### src/rtl/ps2_key_ctrl.sv
// rtl/ps2_key_ctrl.sv - PS/2 FIFO drain sequencer and scan-code event parser
//
// Pops bytes from the ps2_keyboard FIFO with a one-cycle active-low strobe,
// strips E0/F0 prefixes and emits single-cycle key events with typematic
// detection, a BCD new-press counter, a held-key register and a sticky
// overflow flag.
//
// Ports:
//   clk, rst            clock, synchronous active-low reset
//   ready, data         FIFO non-empty and head byte
//   overflow            FIFO overflow level
//   nextdata_n          FIFO pop strobe, active-low, registered
//   key_valid           one-cycle event pulse; key_code/ext/break/repeat hold
//   key_down            a key is currently held
//   held_code, held_ext the held key
//   cnt_tens, cnt_ones  BCD count of new presses, 00-99
//   ovf_flag            sticky overflow indicator
module ps2_key_ctrl #(
    parameter int GUARD   = 1,
    parameter int TIMEOUT = 65535
) (
    input  logic       clk,
    input  logic       rst,
    input  logic       ready,
    input  logic [7:0] data,
    input  logic       overflow,
    output logic       nextdata_n,
    output logic       key_valid,
    output logic [7:0] key_code,
    output logic       key_ext,
    output logic       key_break,
    output logic       key_repeat,
    output logic       key_down,
    output logic [7:0] held_code,
    output logic       held_ext,
    output logic [3:0] cnt_tens,
    output logic [3:0] cnt_ones,
    output logic       ovf_flag
);
    localparam int GW = $clog2(GUARD + 1);
    localparam int TW = $clog2(TIMEOUT + 1);

    typedef enum logic [1:0] {IDLE, POP, GUARD_WAIT} state_t;

    state_t          state, state_nx;
    logic            nd_nx;
    logic [GW-1:0]   guard_cnt, guard_nx;
    logic [7:0]      byte_reg;
    logic            ext_pend, brk_pend, ovf_prev;
    logic [TW-1:0]   tmo_cnt;

    always_ff @(posedge clk) begin
        if (!rst) begin
            state      <= IDLE;
            nextdata_n <= 1'b1;
            guard_cnt  <= '0;
        end else begin
            state      <= state_nx;
            nextdata_n <= nd_nx;
            guard_cnt  <= guard_nx;
        end
    end

    // nd_nx is the value nextdata_n takes next cycle, so it is low only
    // for the single cycle spent in POP.
    always_comb begin
        state_nx = state;
        nd_nx    = 1'b1;
        guard_nx = guard_cnt;
        case (state)
            IDLE: begin
                if (ready) begin
                    state_nx = POP;
                    nd_nx    = 1'b0;
                end
            end
            POP: begin
                state_nx = GUARD_WAIT;
                guard_nx = GW'(GUARD);
            end
            GUARD_WAIT: begin
                guard_nx = guard_cnt - 1'b1;
                if (guard_cnt == GW'(1)) state_nx = IDLE;
            end
            default: state_nx = IDLE;
        endcase
    end

    logic pop, ovf_rise, ext_eff, brk_eff, is_e0, is_f0, hit, tmo_hit;

    // An overflow edge in the POP cycle resynchronises the stream before
    // the popped byte is interpreted, hence the masked prefix flags.
    always_comb begin
        pop      = (state == POP);
        ovf_rise = overflow & ~ovf_prev;
        ext_eff  = ext_pend & ~ovf_rise;
        brk_eff  = brk_pend & ~ovf_rise;
        is_e0    = (byte_reg == 8'hE0);
        is_f0    = (byte_reg == 8'hF0);
        hit      = ({held_ext, held_code} == {ext_eff, byte_reg});
        tmo_hit  = (tmo_cnt == TW'(TIMEOUT - 1));
    end

    always_ff @(posedge clk) begin
        if (!rst) begin
            byte_reg   <= '0;
            ext_pend   <= 1'b0;
            brk_pend   <= 1'b0;
            ovf_prev   <= 1'b0;
            ovf_flag   <= 1'b0;
            tmo_cnt    <= '0;
            key_valid  <= 1'b0;
            key_code   <= '0;
            key_ext    <= 1'b0;
            key_break  <= 1'b0;
            key_repeat <= 1'b0;
            key_down   <= 1'b0;
            held_code  <= '0;
            held_ext   <= 1'b0;
            cnt_tens   <= '0;
            cnt_ones   <= '0;
        end else begin
            ovf_prev  <= overflow;
            key_valid <= 1'b0;
            if (ovf_rise) ovf_flag <= 1'b1;
            if (state == IDLE && ready) byte_reg <= data;

            // A pop takes priority over the prefix timeout.
            if (pop) begin
                tmo_cnt <= '0;
                if (is_e0) begin
                    ext_pend <= 1'b1;
                    brk_pend <= brk_eff;
                end else if (is_f0) begin
                    brk_pend <= 1'b1;
                    ext_pend <= ext_eff;
                end else begin
                    ext_pend   <= 1'b0;
                    brk_pend   <= 1'b0;
                    key_valid  <= 1'b1;
                    key_code   <= byte_reg;
                    key_ext    <= ext_eff;
                    key_break  <= brk_eff;
                    key_repeat <= 1'b0;
                    if (!brk_eff) begin
                        if (key_down && hit) begin
                            key_repeat <= 1'b1;
                        end else begin
                            held_code <= byte_reg;
                            held_ext  <= ext_eff;
                            key_down  <= 1'b1;
                            if (cnt_ones == 4'd9) begin
                                cnt_ones <= 4'd0;
                                cnt_tens <= (cnt_tens == 4'd9) ? 4'd0 : cnt_tens + 4'd1;
                            end else begin
                                cnt_ones <= cnt_ones + 4'd1;
                            end
                        end
                    end else if (hit) begin
                        key_down <= 1'b0;
                    end
                end
            end else if (ovf_rise) begin
                ext_pend <= 1'b0;
                brk_pend <= 1'b0;
                tmo_cnt  <= '0;
            end else if (ext_pend || brk_pend) begin
                if (tmo_hit) begin
                    ext_pend <= 1'b0;
                    brk_pend <= 1'b0;
                    tmo_cnt  <= '0;
                end else begin
                    tmo_cnt <= tmo_cnt + 1'b1;
                end
            end
        end
    end
endmodule

### config.mk
export PLATFORM = sky130hd
export DESIGN_NAME = ps2_key_ctrl
export DESIGN_NICKNAME = d
export VERILOG_FILES = /design/src/rtl/ps2_key_ctrl.sv
export SDC_FILE = /design/constraint.sdc
export NUM_CORES = 1
export LEC_CHECK = 0
export CELL_PAD_IN_SITES_DETAIL_PLACEMENT = 1
export CELL_PAD_IN_SITES_GLOBAL_PLACEMENT = 1
export CORE_MARGIN = 3
export CORE_UTILIZATION = 37
export CTS_CLUSTER_SIZE = 20
export DETAILED_ROUTE_END_ITERATION = 6
export HOLD_SLACK_MARGIN = 0.02
export PLACE_DENSITY = 0.75
export SETUP_SLACK_MARGIN = 0.15
export SLEW_MARGIN = 20
export SYNTH_ARGS = -nofsm -noshare
export SYNTH_HDL_FRONTEND = slang
export SYNTH_SLANG_ARGS = --single-unit
### constraint.sdc
create_clock -name clk -period 2.3 [get_ports clk]
set_input_delay 0.23 -clock clk [delete_from_list [all_inputs] [get_ports clk]]
set_output_delay 0.23 -clock clk [all_outputs]
set_load 0.005 [all_outputs]
### Word level (Yosys, flattened, before mapping)

Index checks and enable logic that the tools add are counted.

| storage, ports and cells | value |
|---|---|
| logic and storage cells | 85 |
| output and inout bits | 32 |
| register bits after elaboration | 62 |
| input port bits | 12 |

| operators by class | value |
|---|---|
| mux-type cells | 23 |
| add/subtract/negate cells | 4 |
| reductions and logical operators | 16 |
| equality and inequality tests | 12 |
| bitwise gates (word level) | 11 |

Operators with widths:

| kind | count |
|---|---|
| $add 16x1->16 const B | 1 |
| $eq 16x16->1 const B | 1 |
| $eq 8x8->1 const B | 2 |
| $mux 1 | 16 |
| $mux 16 | 1 |
| $reduce_and 5->1 | 2 |
| $eq 9x9->1 | 1 |
| $add 4x1->4 const B | 2 |
| $eq 4x4->1 const B | 2 |
| $mux 4 | 2 |
| $not 1->1 | 8 |
| $ne 2x2->1 const B | 3 |
| $pmux 2 s3 | 1 |
| $reduce_and 2->1 | 3 |
| $reduce_and 6->1 | 1 |
| $reduce_bool 3->1 | 2 |
| $reduce_or 3->1 | 2 |
| $mux 2 | 2 |
| $and 1x1->1 | 3 |
| $reduce_and 3->1 | 1 |
| $eq 2x1->1 const B | 1 |
| $eq 2x2->1 const B | 1 |
| $logic_and 1x1->1 | 2 |
| $logic_not 2->1 | 1 |
| other kinds (5) | 5 |

### Longest topological paths before layout

| depth | value |
|---|---|
| depth after elaboration | 8 |
| mapped depth | 9 |
| depth with buffers taken out | 7 |

### Least setup slack after synthesis

OpenSTA, ideal clock, no wires.

| timing path | value |
|---|---|
| path kind | flip-flop to flip-flop |
| start point | register state[1] |
| end point | register cnt_ones[3] |
| path slack | 445 ps |
| arrival | 1782 ps |
| period minus slack after synthesis | 1855 ps |
| stages on the path, launching flop included | 9 |
| data required time | 2227 ps |
| path buffers | 2 |
| library setup time | 73 ps |
| path through | dfxtp_1 -> inv_1 -> ha_1 -> clkbuf_1 -> o31a_4 -> nand2b_2 -> buf_6 -> or4_1 -> a21oi_1 |

| between the ends | value |
|---|---|
| word-level cells in the longest chain between the ends | 2 |

Ends and longest elaborated chain:

| what | line | RTL |
|---|---|---|
| start, declared | 45 | `state_t state, state_nx;` |
| start signal, assigned | 58 | `state <= state_nx;` |
| $eq 2x1->1 | 94 | `pop = (state == POP);` |
| $reduce_and 5->1 (no source line) | - |  |
| end signal, assigned | 156 | `cnt_ones <= cnt_ones + 4'd1;` |
| end, declared | 37 | `output logic [3:0] cnt_ones,` |

No other way between the ends.
A chain may end at the register's enable or synchronous reset.

### Final worst setup path

| timing path | value |
|---|---|
| start point | register byte_reg[1] |
| end point | register held_code[5] |

| between the ends | value |
|---|---|
| word-level cells in the longest chain between the ends | 4 |
| elaborated cells on any way between the ends | 8 |
| those cells by class | eq/ne: 3; bitwise: 3; reduce/logical: 2 |

Ends and longest elaborated chain:

| what | line | RTL |
|---|---|---|
| start, declared | 48 | `logic [7:0] byte_reg;` |
| start signal, assigned | 126 | `if (state == IDLE && ready) byte_reg <= data;` |
| $eq 9x9->1 | 100 | `hit = ({held_ext, held_code} == {ext_eff, byte_reg});` |
| $logic_and 1x1->1 | 146 | `if (key_down && hit) begin` |
| $not 1->1 (no source line) | - |  |
| $reduce_and 5->1 (no source line) * | - |  |
| end signal, assigned | 149 | `held_code <= byte_reg;` |
| end, declared | 34 | `output logic [7:0] held_code,` |

Every way passes the cells marked *; elsewhere a longest branch is shown, timed or not.

==> flow_summary.html <==
<table>
<tr><th>Metric</th><th>Value</th></tr>
<tr><th colspan="2">Timing</th></tr>
<tr><td>Smallest setup slack after layout</td><td>0.2907 ns</td></tr>
<tr><td>Final critical path time including I/O delays and setup</td><td>2.009 ns</td></tr>
<tr><td>Unrepaired setup endpoints after global routing</td><td>no</td></tr>
<tr><td>Max-slew violation count</td><td>0</td></tr>
<tr><td>Max Clock Freq</td><td>497.7 MHz</td></tr>
<tr><td>Worst Clk Skew</td><td>0.009117 ns</td></tr>
<tr><td>Max_slew headroom</td><td>41.48%</td></tr>
<tr><td>Least-Margin Pin Slew</td><td>0.8745 ns</td></tr>
<tr><td>Setup total negative slack</td><td>0 ns</td></tr>
<tr><td>Share of the clock period used by the worst path after layout</td><td>87.36%</td></tr>
<tr><td>Setup violators final</td><td>0</td></tr>
<tr><td>Endpoints failing hold</td><td>0</td></tr>
<tr><th colspan="2">Route</th></tr>
<tr><td>Drt via density</td><td>5.237</td></tr>
<tr><td>Pre-antenna DRT Iters</td><td>4</td></tr>
<tr><td>DRT Wirelength</td><td>7.190 mm</td></tr>
<tr><td>Post-DRT Antenna Nets</td><td>0</td></tr>
<tr><td>Via count</td><td>2456</td></tr>
<tr><td>Remaining design rule violation count</td><td>0</td></tr>
<tr><td>Starting DRT DRC Count</td><td>61</td></tr>
<tr><td>Average detailed-routed wire length per instance</td><td>15.33 microns</td></tr>
<tr><th colspan="2">CTS</th></tr>
<tr><td>Total number of H-tree levels</td><td>3</td></tr>
<tr><td>Root Driver</td><td>clkbuf_8</td></tr>
<tr><td>Num CTS Buffers</td><td>9</td></tr>
<tr><td>CTS sink count</td><td>62</td></tr>
<tr><td>Clock Pin Slew Worst Setup and Hold Paths</td><td>0.07 ns</td></tr>
<tr><td>Number of buffers on the longest clock path</td><td>2</td></tr>
<tr><td>CTS tree</td><td>done</td></tr>
<tr><td>Post-CTS repair timing setup buffer count</td><td>0</td></tr>
<tr><td>Clock insertion delay at the later pin of the skew report</td><td>0.34 ns</td></tr>
<tr><th colspan="2">Layout</th></tr>
<tr><td>Max FFs per register</td><td>16</td></tr>
<tr><td>Number of antenna diodes</td><td>0</td></tr>
<tr><td>Largest register by flop count</td><td>tmo_cnt</td></tr>
<tr><td>Final non-filler cell area</td><td>3520 sq um</td></tr>
<tr><td>Post-layout net count</td><td>386</td></tr>
<tr><td>Layout overhead on the synthesized area</td><td>27.11%</td></tr>
<tr><td>Final cell utilization of the core</td><td>50.14%</td></tr>
<tr><td>Layout cells sized above 1</td><td>12.33%</td></tr>
<tr><th colspan="2">Run</th></tr>
<tr><td>Number of max-cap violations</td><td>0</td></tr>
<tr><th colspan="2">Synth</th></tr>
<tr><td>Number of synthesized register bits</td><td>62</td></tr>
<tr><td>Count of flip-flops with a built-in enable after synthesis</td><td>0</td></tr>
<tr><td>Syn nets</td><td>336</td></tr>
<tr><td>Cells after synthesis</td><td>318</td></tr>
<tr><td>Summed instance area of the synthesized netlist</td><td>2769 sq um</td></tr>
<tr><td>Dominant combinational cell family by area after synthesis</td><td>simple AND/OR/NAND/NOR gates</td></tr>
<tr><td>Post-Synth Adder-Cell Area</td><td>2.711%</td></tr>
<tr><td>Synthesized-area fraction occupied by xor and xnor cells</td><td>7.592%</td></tr>
<tr><td>Fraction of synthesized cell area taken by the top area cell type</td><td>44.83%</td></tr>
<tr><td>Cells taking the most area after synthesis</td><td>dfxtp_1 45%, xor2_1 5.7%, a21oi_1 5.2%</td></tr>
<tr><td>Cell accounting for the most synthesized area</td><td>dfxtp_1</td></tr>
<tr><td>Number of library cell types mapped by synthesis</td><td>47</td></tr>
<tr><td>Synth Flop Type</td><td>dfxtp_1</td></tr>
<tr><td>Share of the synthesized area in compound gates (AO/OA/AOI/OAI)</td><td>17.22%</td></tr>
<tr><td>Most frequently used cell type in the post-synthesis netlist</td><td>dfxtp_1</td></tr>
<tr><td>Average cell area after synthesis</td><td>8.707 sq um</td></tr>
<tr><td>Post-synthesis sequential area ratio</td><td>44.83%</td></tr>
<tr><td>Synthesized-area fraction occupied by and/or/nand/nor cells</td><td>22.19%</td></tr>
<tr><td>Mux cell area share after synthesis</td><td>0.3615%</td></tr>
<tr><td>YS warnings</td><td>0</td></tr>
<tr><td>Top post-synthesis cells by count</td><td>62 x dfxtp_1, 33 x nand2_1, 29 x a21oi_1</td></tr>
<tr><td>Async S/R FF share, synth</td><td>0%</td></tr>
<tr><th colspan="2">Placement</th></tr>
<tr><td>Final GP Congestion</td><td>0.8276</td></tr>
<tr><td>Number of buffers added on ports</td><td>43</td></tr>
<tr><td>Post-DP HPWL</td><td>5.260 mm</td></tr>
<tr><td>Placed Instance Area</td><td>3332 sq um</td></tr>
<tr><td>Post-placement worst setup slack</td><td>0.03596 ns</td></tr>
<tr><th colspan="2">Floorplan</th></tr>
<tr><td>Std cell rows</td><td>30</td></tr>
<tr><td>Top Ports</td><td>44</td></tr>
<tr><td>Area of the placeable core</td><td>7019 sq um</td></tr>
<tr><td>Die extent in y</td><td>92.51 microns</td></tr>
<tr><td>Die Outline Area</td><td>8557 sq um</td></tr>
<tr><td>Width of the die</td><td>92.51 microns</td></tr>
<tr><td>Initial cell density of the core</td><td>39.45%</td></tr>
<tr><th colspan="2">Critical path</th></tr>
<tr><td>Beginning of the worst register-to-register path</td><td>byte_reg[1]</td></tr>
<tr><td>Type of element launching the critical path</td><td>flip-flop</td></tr>
<tr><td>Largest fanout on the critical path</td><td>13</td></tr>
<tr><td>Worst EP required</td><td>2.58 ns</td></tr>
<tr><td>Launch point of the worst path</td><td>byte_reg[1]</td></tr>
<tr><td>Arrival time of data at the critical path endpoint</td><td>2.29 ns</td></tr>
<tr><td>Kind of end point of the critical path</td><td>flip-flop</td></tr>
<tr><td>Category of the most critical setup path</td><td>reg -&gt; reg</td></tr>
<tr><th colspan="2">Worst hold path</th></tr>
<tr><td>Kind of path behind the tightest hold check</td><td>in -&gt; reg</td></tr>
<tr><td>HP Start</td><td>data[3]</td></tr>
<tr><th colspan="2">Global route</th></tr>
<tr><td>Wire length of the first global-routing pass</td><td>12.14 mm</td></tr>
<tr><td>Number of antenna violations at the first check in global routing</td><td>0</td></tr>
<tr><td>Total grt overflow</td><td>0</td></tr>
<tr><td>Vias in the first global route</td><td>2506</td></tr>
<tr><td>Pin count of the biggest net entering global routing</td><td>19</td></tr>
<tr><td>Total track usage</td><td>17.93%</td></tr>
<tr><th colspan="2">Pwr</th></tr>
<tr><td>Leak Pwr</td><td>1.278 nW</td></tr>
<tr><td>Maximum vdd drop</td><td>0.0003809 V</td></tr>
<tr><td>Total power divided by cell area</td><td>793.9 nW/um^2</td></tr>
<tr><th colspan="2">Outcome</th></tr>
<tr><td>Run status</td><td>finished clean</td></tr>
</table>
-- metrics by stage --
| stage | power, mW | hold WS (ns) | instances |
|---|---|---|---|
| 2_1_floorplan | 1.652 | 0.3517 | 318 |
| 3_3_place_gp | 1.896 | 0.4422 | 453 |
| 3_5_place_dp | 1.918 | 0.4513 | 453 |
| 4_1_cts | 2.828 | 0.4379 | 469 |
| 5_1_grt | 2.959 | 0.4725 | 469 |
| 6_report | 2.794 | 0.4440 | 469 |
-- final cells by class --
| cell class | instances | area [sq um] |
|---|---|---|
| inverters | 13 | 48.80 |
| repair buffers | 57 | 535.5 |
| clock buffers | 11 | 131.4 |
| fillers | 854 | 3500 |
| flip-flops and latches | 62 | 1241 |
| well taps | 96 | 120.1 |
| multi-input cells | 225 | 1393 |
| clock inverters | 5 | 50.05 |
-- routing by layer --
layer,track usage (%),share of wire (%),vias up
li1,-,-,1216
met4,8.168,2.8,0
met3,3.981,2.9,17
met1,20.64,43,1186
met2,31.48,51,37
met5,0,0,-
-- power by group --
part	internal [mW]	switching (mW)	total (mW)	leakage (nW)
sequential	1.15	0.0736	1.23	0.503
combinational	0.283	0.389	0.672	0.678
clock	0.493	0.404	0.897	0.0968
total	1.93	0.867	2.79	1.28
-- kinds of logic after synthesis --
| kind of cell | Yosys count |
|---|---|
| AOI/OAI and AO/OA | 72 |
| buffers and inverters | 31 |
| xor gates and xnor gates | 24 |
| muxes | 1 |
| DFF | 62 |
| adders and majority gates | 6 |
| and+or+nand+nor | 122 |
-- placed cells by master, fill, tap and decap left out, types with 2 or more instances in the layout --
| cell type | n |
|---|---|
| o22ai_1 | 2 |
| buf_4 | 14 |
| inv_1 | 13 |
| nor2_1 | 28 |
| o21ai_0 | 3 |
| clkdlybuf4s50_1 | 43 |
| o2111ai_1 | 2 |
| a31oi_1 | 2 |
| clkbuf_1 | 2 |
| and3_1 | 5 |
| and2_1 | 4 |
| o31ai_1 | 5 |
| xor2_1 | 18 |
| a21oi_2 | 9 |
| xnor2_1 | 6 |
| nand2_1 | 33 |
| dfxtp_1 | 62 |
| ha_1 | 6 |
| or4_1 | 5 |
| a21oi_1 | 29 |
| and4_1 | 3 |
| nand3_1 | 26 |
| nand4_1 | 5 |
| o21ai_1 | 9 |
| clkbuf_8 | 9 |
| nor2b_1 | 2 |
| clkinv_2 | 4 |
-- path summary, 6_finish.rpt --
check / end / slack (ns) / cells after the start
worst max-delay path: held_code[5] / 0.29 / 6
worst min-delay path: byte_reg[3] / 0.44 / 3
worst max register to register: held_code[5] / 0.29 / 6
worst min register to register: key_code[6] / 0.46 / 2
-- worst max-delay path, stage by stage (launching register included) --
cell	delay (ns)
dfxtp_1	0.37
or4b_4	0.59
o31a_4	0.41
nand2b_4	0.19
buf_4	0.19
o21ai_1	0.08
a21oi_2	0.13
-- what timing repair did --
action	in CTS	in global routing
setup endpoints to repair	0	11
resized for setup	0	2
hold endpoints to repair	0	0
hold buffers	0	0
(Power assumes the default switching activity.)
